<file path="config.mk">
export PLATFORM = sky130hd
export DESIGN_NAME = feedback_rx_flat
export DESIGN_NICKNAME = d
export VERILOG_FILES = /design/src/rtl/feedback_rx_if.sv /design/src/rtl/feedback_rx.sv /design/src/flat_wrapper.sv
export SDC_FILE = /design/constraint.sdc
export NUM_CORES = 1
export LEC_CHECK = 0
export CAP_MARGIN = 20
export CORE_ASPECT_RATIO = 0.9
export CORE_MARGIN = 2
export CORE_UTILIZATION = 44
export CTS_CLUSTER_DIAMETER = 200
export DETAILED_ROUTE_END_ITERATION = 6
export PLACE_DENSITY = 0.71
export SLEW_MARGIN = 20
export SYNTH_ARGS = -nofsm -noshare
export SYNTH_HDL_FRONTEND = slang
export SYNTH_SLANG_ARGS = --single-unit
</file>
<file path="constraint.sdc">
create_clock -name clock -period 3.2 [get_ports clock]
set_input_delay 0.64 -clock clock [delete_from_list [all_inputs] [get_ports clock]]
set_output_delay 0.64 -clock clock [all_outputs]
set_load 0.01 [all_outputs]
</file>
<file path="src/rtl/feedback_rx_if.sv">
// Word-stream, node-identity and memory-write signals of the feedback packet receiver.
// master drives the packet stream and identity; slave is the receiver itself.
interface feedback_rx_if;
  logic        done_prev;
  logic        data_valid;
  logic [15:0] data_in;
  logic [15:0] MY_NODE_ID;
  logic [15:0] MY_CLUSTER_ID;
  logic [15:0] address;
  logic [15:0] data_out;
  logic        wr_en;
  logic        drop;
  logic        busy;
  logic        done;

  modport master (
    output done_prev, data_valid, data_in, MY_NODE_ID, MY_CLUSTER_ID,
    input  address, data_out, wr_en, drop, busy, done
  );

  modport slave (
    input  done_prev, data_valid, data_in, MY_NODE_ID, MY_CLUSTER_ID,
    output address, data_out, wr_en, drop, busy, done
  );
endinterface

</file>
<file path="src/rtl/feedback_rx.sv">
// Receives the 5-word feedback packet, validates cluster/destination/source and commits
// battery status and fValue as two memory writes. FEEDBACK_RX_BROADCAST_EN accepts dest 16'hFFFF.
module feedback_rx #(
  parameter logic [15:0] BATT_BASE = 16'h0148,
  parameter logic [15:0] VAL_BASE  = 16'h01C8,
  parameter int unsigned TIMEOUT   = 16
) (
  input  logic         clock,
  input  logic         nreset,
  feedback_rx_if.slave bus
);

  typedef enum logic [3:0] {
    IDLE,
    CAP_SRC,
    CAP_BATT,
    CAP_VAL,
    CAP_CLUS,
    CAP_DEST,
    CHECK,
    WR_BATT,
    WR_VAL,
    DROP,
    DONE
  } state_t;

  state_t      state_q, state_d;
  logic [15:0] src_q, src_d;
  logic [15:0] batt_q, batt_d;
  logic [15:0] val_q, val_d;
  logic [15:0] clus_q, clus_d;
  logic [15:0] dest_q, dest_d;
  logic [15:0] cnt_q, cnt_d;
  logic [15:0] addr_q, addr_d;
  logic [15:0] wdata_q, wdata_d;
  logic        wr_en_q, wr_en_d;
  logic        drop_q, drop_d;
  logic        busy_q, busy_d;
  logic        done_q, done_d;

  logic        dest_ok;
  logic        accept;
  logic [15:0] src_x2;

  // Source doubled into a byte offset; the top bit falls off so addresses wrap mod 2^16.
  assign src_x2 = {src_q[14:0], 1'b0};

`ifdef FEEDBACK_RX_BROADCAST_EN
  assign dest_ok = (dest_q == bus.MY_NODE_ID) || (dest_q == 16'hFFFF);
`else
  assign dest_ok = (dest_q == bus.MY_NODE_ID);
`endif

  assign accept = (clus_q == bus.MY_CLUSTER_ID) && dest_ok && (src_q != bus.MY_NODE_ID);

  always_ff @(posedge clock or negedge nreset) begin
    if (!nreset) begin
      state_q <= IDLE;
      src_q   <= '0;
      batt_q  <= '0;
      val_q   <= '0;
      clus_q  <= '0;
      dest_q  <= '0;
      cnt_q   <= '0;
      addr_q  <= '0;
      wdata_q <= '0;
      wr_en_q <= 1'b0;
      drop_q  <= 1'b0;
      busy_q  <= 1'b0;
      done_q  <= 1'b0;
    end else begin
      state_q <= state_d;
      src_q   <= src_d;
      batt_q  <= batt_d;
      val_q   <= val_d;
      clus_q  <= clus_d;
      dest_q  <= dest_d;
      cnt_q   <= cnt_d;
      addr_q  <= addr_d;
      wdata_q <= wdata_d;
      wr_en_q <= wr_en_d;
      drop_q  <= drop_d;
      busy_q  <= busy_d;
      done_q  <= done_d;
    end
  end

  always_comb begin
    state_d = state_q;
    src_d   = src_q;
    batt_d  = batt_q;
    val_d   = val_q;
    clus_d  = clus_q;
    dest_d  = dest_q;
    cnt_d   = cnt_q;

    unique case (state_q)
      IDLE: begin
        if (bus.done_prev) begin
          state_d = CAP_SRC;
          cnt_d   = '0;
        end
      end

      CAP_SRC, CAP_BATT, CAP_VAL, CAP_CLUS, CAP_DEST: begin
        if (bus.data_valid) begin
          cnt_d = '0;
          unique case (state_q)
            CAP_SRC:  begin src_d  = bus.data_in; state_d = CAP_BATT; end
            CAP_BATT: begin batt_d = bus.data_in; state_d = CAP_VAL;  end
            CAP_VAL:  begin val_d  = bus.data_in; state_d = CAP_CLUS; end
            CAP_CLUS: begin clus_d = bus.data_in; state_d = CAP_DEST; end
            default:  begin dest_d = bus.data_in; state_d = CHECK;    end
          endcase
        end else begin
          // Counter holds idle cycles since the last strobe; abort when it reaches TIMEOUT.
          cnt_d = cnt_q + 16'd1;
          if (cnt_d == 16'(TIMEOUT)) begin
            state_d = DROP;
          end
        end
      end

      CHECK:   state_d = accept ? WR_BATT : DROP;
      WR_BATT: state_d = WR_VAL;
      WR_VAL:  state_d = DONE;
      DROP:    state_d = DONE;

      DONE: begin
        if (!bus.done_prev) begin
          state_d = IDLE;
        end
      end

      default: state_d = IDLE;
    endcase
  end

  // Outputs are registered from the next state so they line up with the state they describe.
  always_comb begin
    addr_d  = addr_q;
    wdata_d = wdata_q;
    wr_en_d = 1'b0;
    drop_d  = (state_d == DROP);
    done_d  = (state_d == DONE);
    busy_d  = (state_d != IDLE) && (state_d != DONE);

    if (state_d == WR_BATT) begin
      addr_d  = BATT_BASE + src_x2;
      wdata_d = batt_q;
      wr_en_d = 1'b1;
    end else if (state_d == WR_VAL) begin
      addr_d  = VAL_BASE + src_x2;
      wdata_d = val_q;
      wr_en_d = 1'b1;
    end
  end

  assign bus.address  = addr_q;
  assign bus.data_out = wdata_q;
  assign bus.wr_en    = wr_en_q;
  assign bus.drop     = drop_q;
  assign bus.busy     = busy_q;
  assign bus.done     = done_q;

endmodule

</file>
<file path="src/flat_wrapper.sv">
// flat-port wrapper written by rule: the top's interface ports become plain ports
module feedback_rx_flat 
#(
  parameter logic [15:0] BATT_BASE = 16'h0148,
  parameter logic [15:0] VAL_BASE  = 16'h01C8,
  parameter int unsigned TIMEOUT   = 16
)
  (clock, nreset, bus_done_prev, bus_data_valid, bus_data_in, bus_MY_NODE_ID, bus_MY_CLUSTER_ID, bus_address, bus_data_out, bus_wr_en, bus_drop, bus_busy, bus_done);
  feedback_rx_if bus_i ();
  input  logic clock;
  input  logic nreset;
  input wire logic [$bits(bus_i.done_prev)-1:0] bus_done_prev;
  input wire logic [$bits(bus_i.data_valid)-1:0] bus_data_valid;
  input wire logic [$bits(bus_i.data_in)-1:0] bus_data_in;
  input wire logic [$bits(bus_i.MY_NODE_ID)-1:0] bus_MY_NODE_ID;
  input wire logic [$bits(bus_i.MY_CLUSTER_ID)-1:0] bus_MY_CLUSTER_ID;
  output wire logic [$bits(bus_i.address)-1:0] bus_address;
  output wire logic [$bits(bus_i.data_out)-1:0] bus_data_out;
  output wire logic [$bits(bus_i.wr_en)-1:0] bus_wr_en;
  output wire logic [$bits(bus_i.drop)-1:0] bus_drop;
  output wire logic [$bits(bus_i.busy)-1:0] bus_busy;
  output wire logic [$bits(bus_i.done)-1:0] bus_done;
  assign bus_i.done_prev = bus_done_prev;
  assign bus_i.data_valid = bus_data_valid;
  assign bus_i.data_in = bus_data_in;
  assign bus_i.MY_NODE_ID = bus_MY_NODE_ID;
  assign bus_i.MY_CLUSTER_ID = bus_MY_CLUSTER_ID;
  assign bus_address = bus_i.address;
  assign bus_data_out = bus_i.data_out;
  assign bus_wr_en = bus_i.wr_en;
  assign bus_drop = bus_i.drop;
  assign bus_busy = bus_i.busy;
  assign bus_done = bus_i.done;
  feedback_rx #(.BATT_BASE(BATT_BASE), .VAL_BASE(VAL_BASE), .TIMEOUT(TIMEOUT)) u_core (.clock(clock), .nreset(nreset), .bus(bus_i));
endmodule
</file>
==> summary.md <==
| Metric | Value |
|---|---|
| Outcome | `completed` |
| Switching power summed over all nets | `2.38 mW` |
| Clock tree sinks | `between 100 and 150` |
| Layout Nets | `~730` |
| Worst EP arrival | `3440 ps` |
| Drt pass-1 iters | `7` |
| Final number of max-transition violations | `0` |
| Busiest layer in global routing | `met2` |
| Antenna cells | `0` |
| Switching Fraction | `about a third` |
| Tightest Hold Check Type | `input port to asynchronous set/reset pin` |
| Clock latency on the worst-skew pair | `around 420 ps` |
| Initial Utilization | `around 45%` |
| Final weighted congestion of routability-driven global placement | `about 0.9` |
| Port buffer count | `86` |
| Total track usage | `approximately 22%` |
| # setup viols final | `0` |
| Number of buffers on the longest clock path | `2` |
| Synthesis-stage register bit count | `approximately 140` |
| Post-Place Cells | `~840` |
| Vias per cell | `roughly 5.6` |
| Fraction of power consumed by the clock network | `26.2%` |
| Synth Area per Inst | `approximately 12 um^2` |
| Via count of the first global-routing pass | `4,979` |
| Total internal power | `roughly 5 mW` |
| Number of antenna violations at the first check in global routing | `0` |
| GR Util met3 | `5.11%` |
| Post-synthesis cell area | `6540 um^2` |
| Transition time at the pin with the least slew margin | `just over 800 ps` |
| Async set or reset register ratio after synthesis | `between 90% and 100%` |
| Sum of net half-perimeters after detailed placement | `11,700 um` |
| Highest Clock Rate | `around 320 MHz` |
| Slew margin rel. | `a little under half` |
| Reg power frac | `between 30% and 40%` |
| Synthesized netlist net count | `607` |
| Total power | `about 7.4 mW` |
| Post-Route WL | `16,800 um` |
| Ports | `88` |
| Data required time of the critical path | `about 3500 ps` |
| Number of distinct library cells after synthesis | `56` |
| Total die area | `about 16,000 um^2` |
| Total cell area at the placement stage | `between 7000 and 8000 um^2` |
| Mapped Cells | `552` |
| Count of cells along the worst register-to-register path | `13` |
| Global routing usage on met2 | `34.1%` |
| DRC violation count after routing | `0` |
| Startpoint of the worst register-to-register path | `u_core.dest_q[0]` |
| Finished Layout Cells | `883` |
| CP endpoint kind | `flip-flop` |
| Proportion of layout cells with a drive suffix above 1 | `26.9%` |
| Congestion Overflow GR | `0` |
| Number of nets with antenna violations after routing | `0` |
| Count of yosys warnings during synthesis | `0` |
| Comb power frac | `about a third` |
| Proportion of netlist area held by the largest area contributor | `51.7%` |
| Kind of critical path | `input port to flip-flop` |
| Drt initial violations | `around 320` |
| Worst-path clk slew | `60 ps` |
| Root buffer selected by CTS | `sky130_fd_sc_hd__clkbuf_16` |
| Post-route cell area | `8610 um^2` |
| TritonCTS Buffers | `17` |
| Post-synth EDFFs | `0` |
| Final critical path time including I/O delays and setup | `~3100 ps` |
| Clock tree from TritonCTS | `yes` |
| Core outline area | `between 10,000 and 15,000 um^2` |
| Vert. Die Dim | `approximately 120 um` |
| Setup clock skew after layout | `about 7.6 ps` |
| Area added between synthesis and finish | `31.6%` |
| Critical path startpoint | `bus_MY_CLUSTER_ID[7]` |
| Wire length per cell | `roughly 19 um` |
| Final clock period utilization by the worst path | `a little over nine tenths` |
| VDD IR max | `around 0.44 mV` |
| Synth area leader | `sky130_fd_sc_hd__dfrtp_1` |
| Max Cap Viol | `0` |
| Power density cells | `approximately 860 nW/um^2` |
| Number of buffers added to fix hold violations after cts | `0` |
| Row count | `between 40 and 50` |
| Final hold violations | `0` |
| Die Width | `~130 um` |
| Total vias in the final route | `approximately 5,000` |
| Pin count of the biggest net entering global routing | `64` |
| Area contributors post-synth | `sky130_fd_sc_hd__dfrtp_1 (52%), sky130_fd_sc_hd__mux2_2 (14%), sky130_fd_sc_hd__xnor2_1 (5.6%), sky130_fd_sc_hd__o22ai_1 (3.1%), sky130_fd_sc_hd__mux2_1 (2.4%)` |
| Crit start category | `input port` |
| Primary FF master, synth | `sky130_fd_sc_hd__dfrtp_1` |
| Global-route wire length before repair | `26,400 um` |
| CP max FO | `3` |
| Sequential area share after synthesis | `51.7%` |
| GRT met1 Usage | `29.9%` |
| H-tree levels | `4` |
| Static leakage power | `roughly 3.8 nW` |
synth_stat cells, drive strengths merged, types with 2 or more instances:
| library cell | count |
|---|---|
| dfrtp | 135 |
| mux2 | 94 |
| xnor2 | 42 |
| nand2 | 36 |
| o22ai | 32 |
| o21ai | 28 |
| a21oi | 22 |
| nand4 | 21 |
| xor2 | 18 |
| clkbuf | 17 |
| nor2 | 17 |
| buf | 10 |
| inv | 9 |
| nor4 | 9 |
| nor3 | 6 |
| nand3 | 5 |
| and3 | 4 |
| o31ai | 4 |
| a211o | 3 |
| a21o | 3 |
| a31oi | 3 |
| and2 | 3 |
| ha | 3 |
| nor2b | 3 |
| a22o | 2 |
| a311o | 2 |
| a41oi | 2 |
| mux2i | 2 |
| or3 | 2 |
| or4 | 2 |
layout by cell type (no fill, tap or decap), types with 4 or more instances in the layout:
master / Yosys / routed
sky130_fd_sc_hd__a21oi_1: 22 / 22
sky130_fd_sc_hd__and3_1: 4 / 4
sky130_fd_sc_hd__buf_4: 1 / 41
sky130_fd_sc_hd__clkbuf_1: 17 / 4
sky130_fd_sc_hd__clkbuf_16: 0 / 17
sky130_fd_sc_hd__clkbuf_8: 0 / 4
sky130_fd_sc_hd__clkdlybuf4s50_1: 0 / 64
sky130_fd_sc_hd__dfrtp_1: 135 / 135
sky130_fd_sc_hd__dlymetal6s2s_1: 0 / 19
sky130_fd_sc_hd__inv_1: 8 / 8
sky130_fd_sc_hd__mux2_1: 14 / 14
sky130_fd_sc_hd__mux2_2: 80 / 80
sky130_fd_sc_hd__nand2_1: 36 / 35
sky130_fd_sc_hd__nand4_1: 20 / 20
sky130_fd_sc_hd__nor2_1: 16 / 16
sky130_fd_sc_hd__nor4_2: 1 / 6
sky130_fd_sc_hd__o21ai_0: 27 / 26
sky130_fd_sc_hd__o22ai_1: 32 / 32
sky130_fd_sc_hd__xnor2_1: 42 / 34
sky130_fd_sc_hd__xnor2_2: 0 / 8
sky130_fd_sc_hd__xor2_1: 18 / 18
worst paths after layout:
kind,slack (ps),end
min in group clock,490,u_core.bus.address[9]
worst min-delay path,220,u_core.val_q[9]
worst max-delay path,60,u_core.bus.address[14]
worst max register to register,250,u_core.bus.address[14]
max in group asynchronous,2180,u_core.bus.data_out[4]
worst min register to register,490,u_core.bus.address[9]
metrics by stage:
step	hold WS, ps	TNS, ps	utilization (%)	worst slack (ps)
floorplan	344	0	-	40.3
global placement	472	-4330	53.5	-615
detailed placement	481	-4290	53.5	-632
CTS	222	0	58.0	0.516
global route	248	-68.8	58.9	-44.9
finish	217	0	58.9	61.8
routing by layer:
metal,routed length (um),part of all wire [%]
met1,7650,46
met5,0,0
met3,762,4.5
met4,248,1.5
met2,8130,48
worst max-delay path, stage by stage:
cell and delay, ps:
sky130_fd_sc_hd__clkdlybuf4s50_1 480, sky130_fd_sc_hd__xnor2_1 120, sky130_fd_sc_hd__nand4_1 140, sky130_fd_sc_hd__nor4_2 360, sky130_fd_sc_hd__nand4_1 170, sky130_fd_sc_hd__nor2_1 170, sky130_fd_sc_hd__inv_1 110, sky130_fd_sc_hd__ha_4 230
sky130_fd_sc_hd__buf_4 140, sky130_fd_sc_hd__a211o_1 330, sky130_fd_sc_hd__nand2_2 100, sky130_fd_sc_hd__nor2_1 60, sky130_fd_sc_hd__xnor2_1 120, sky130_fd_sc_hd__mux2_1 280
cell type report:
| class | count | area [um^2] |
|---|---|---|
| Inverter | 9 | 33.8 |
| Clock inverter | 7 | 91.3 |
| Fill cell | 1187 | 6000 |
| Timing Repair Buffer | 128 | 1240 |
| Tap cell | 198 | 248 |
| Clock buffer | 25 | 495 |
| Sequential cell | 135 | 3380 |
| Multi-Input combinational cell | 381 | 3120 |
power by group through the flow:
stage | Sequential, mW | Clock (mW) | Combinational [mW]
final | 2.94 | 1.94 | 2.52
after global routing | 3.03 | 2.05 | 2.72
after detailed placement | 2.94 | 0 | 2.41
after global placement | 2.89 | 0 | 2.34
after floorplan | 2.82 | 0 | 1.57
after CTS | 2.92 | 1.97 | 2.48
what timing repair did:
| action | 4_1_cts | 5_1_grt |
|---|---|---|
| gates resized for setup | 11 | 28 |
| setup endpoints to repair | 7 | 7 |
| pin swaps | 6 | 26 |
| setup buffers | 3 | 4 |
registers in the layout (all words and copies together), names as in the netlist:
signal and count:
u_core.clus_q 16, u_core.bus.data_out 16, u_core.bus.wr_en 1, u_core.cnt_q 16, u_core.state_q 4, u_core.bus.drop 1
u_core.bus.busy 1, u_core.dest_q 16, u_core.bus.done 1, u_core.val_q 16, u_core.bus.address 15, u_core.batt_q 16
u_core.src_q 16
logic make-up (layout without fill, tap and decap cells):
group	count (synthesis)	in the layout	synth area share [%]
flip-flops	135	135	51.7
buffers and inverters	36	169	2.47
multiplexers	96	96	16.5
XOR/XNOR	60	60	8.04
AND/OR/NAND/NOR	112	112	9.74
adder cells (fa/ha/maj)	3	3	0.574
AO/OA/AOI/OAI	109	109	11.0
other	1	1	0.0574
(Power assumes the default switching activity.)
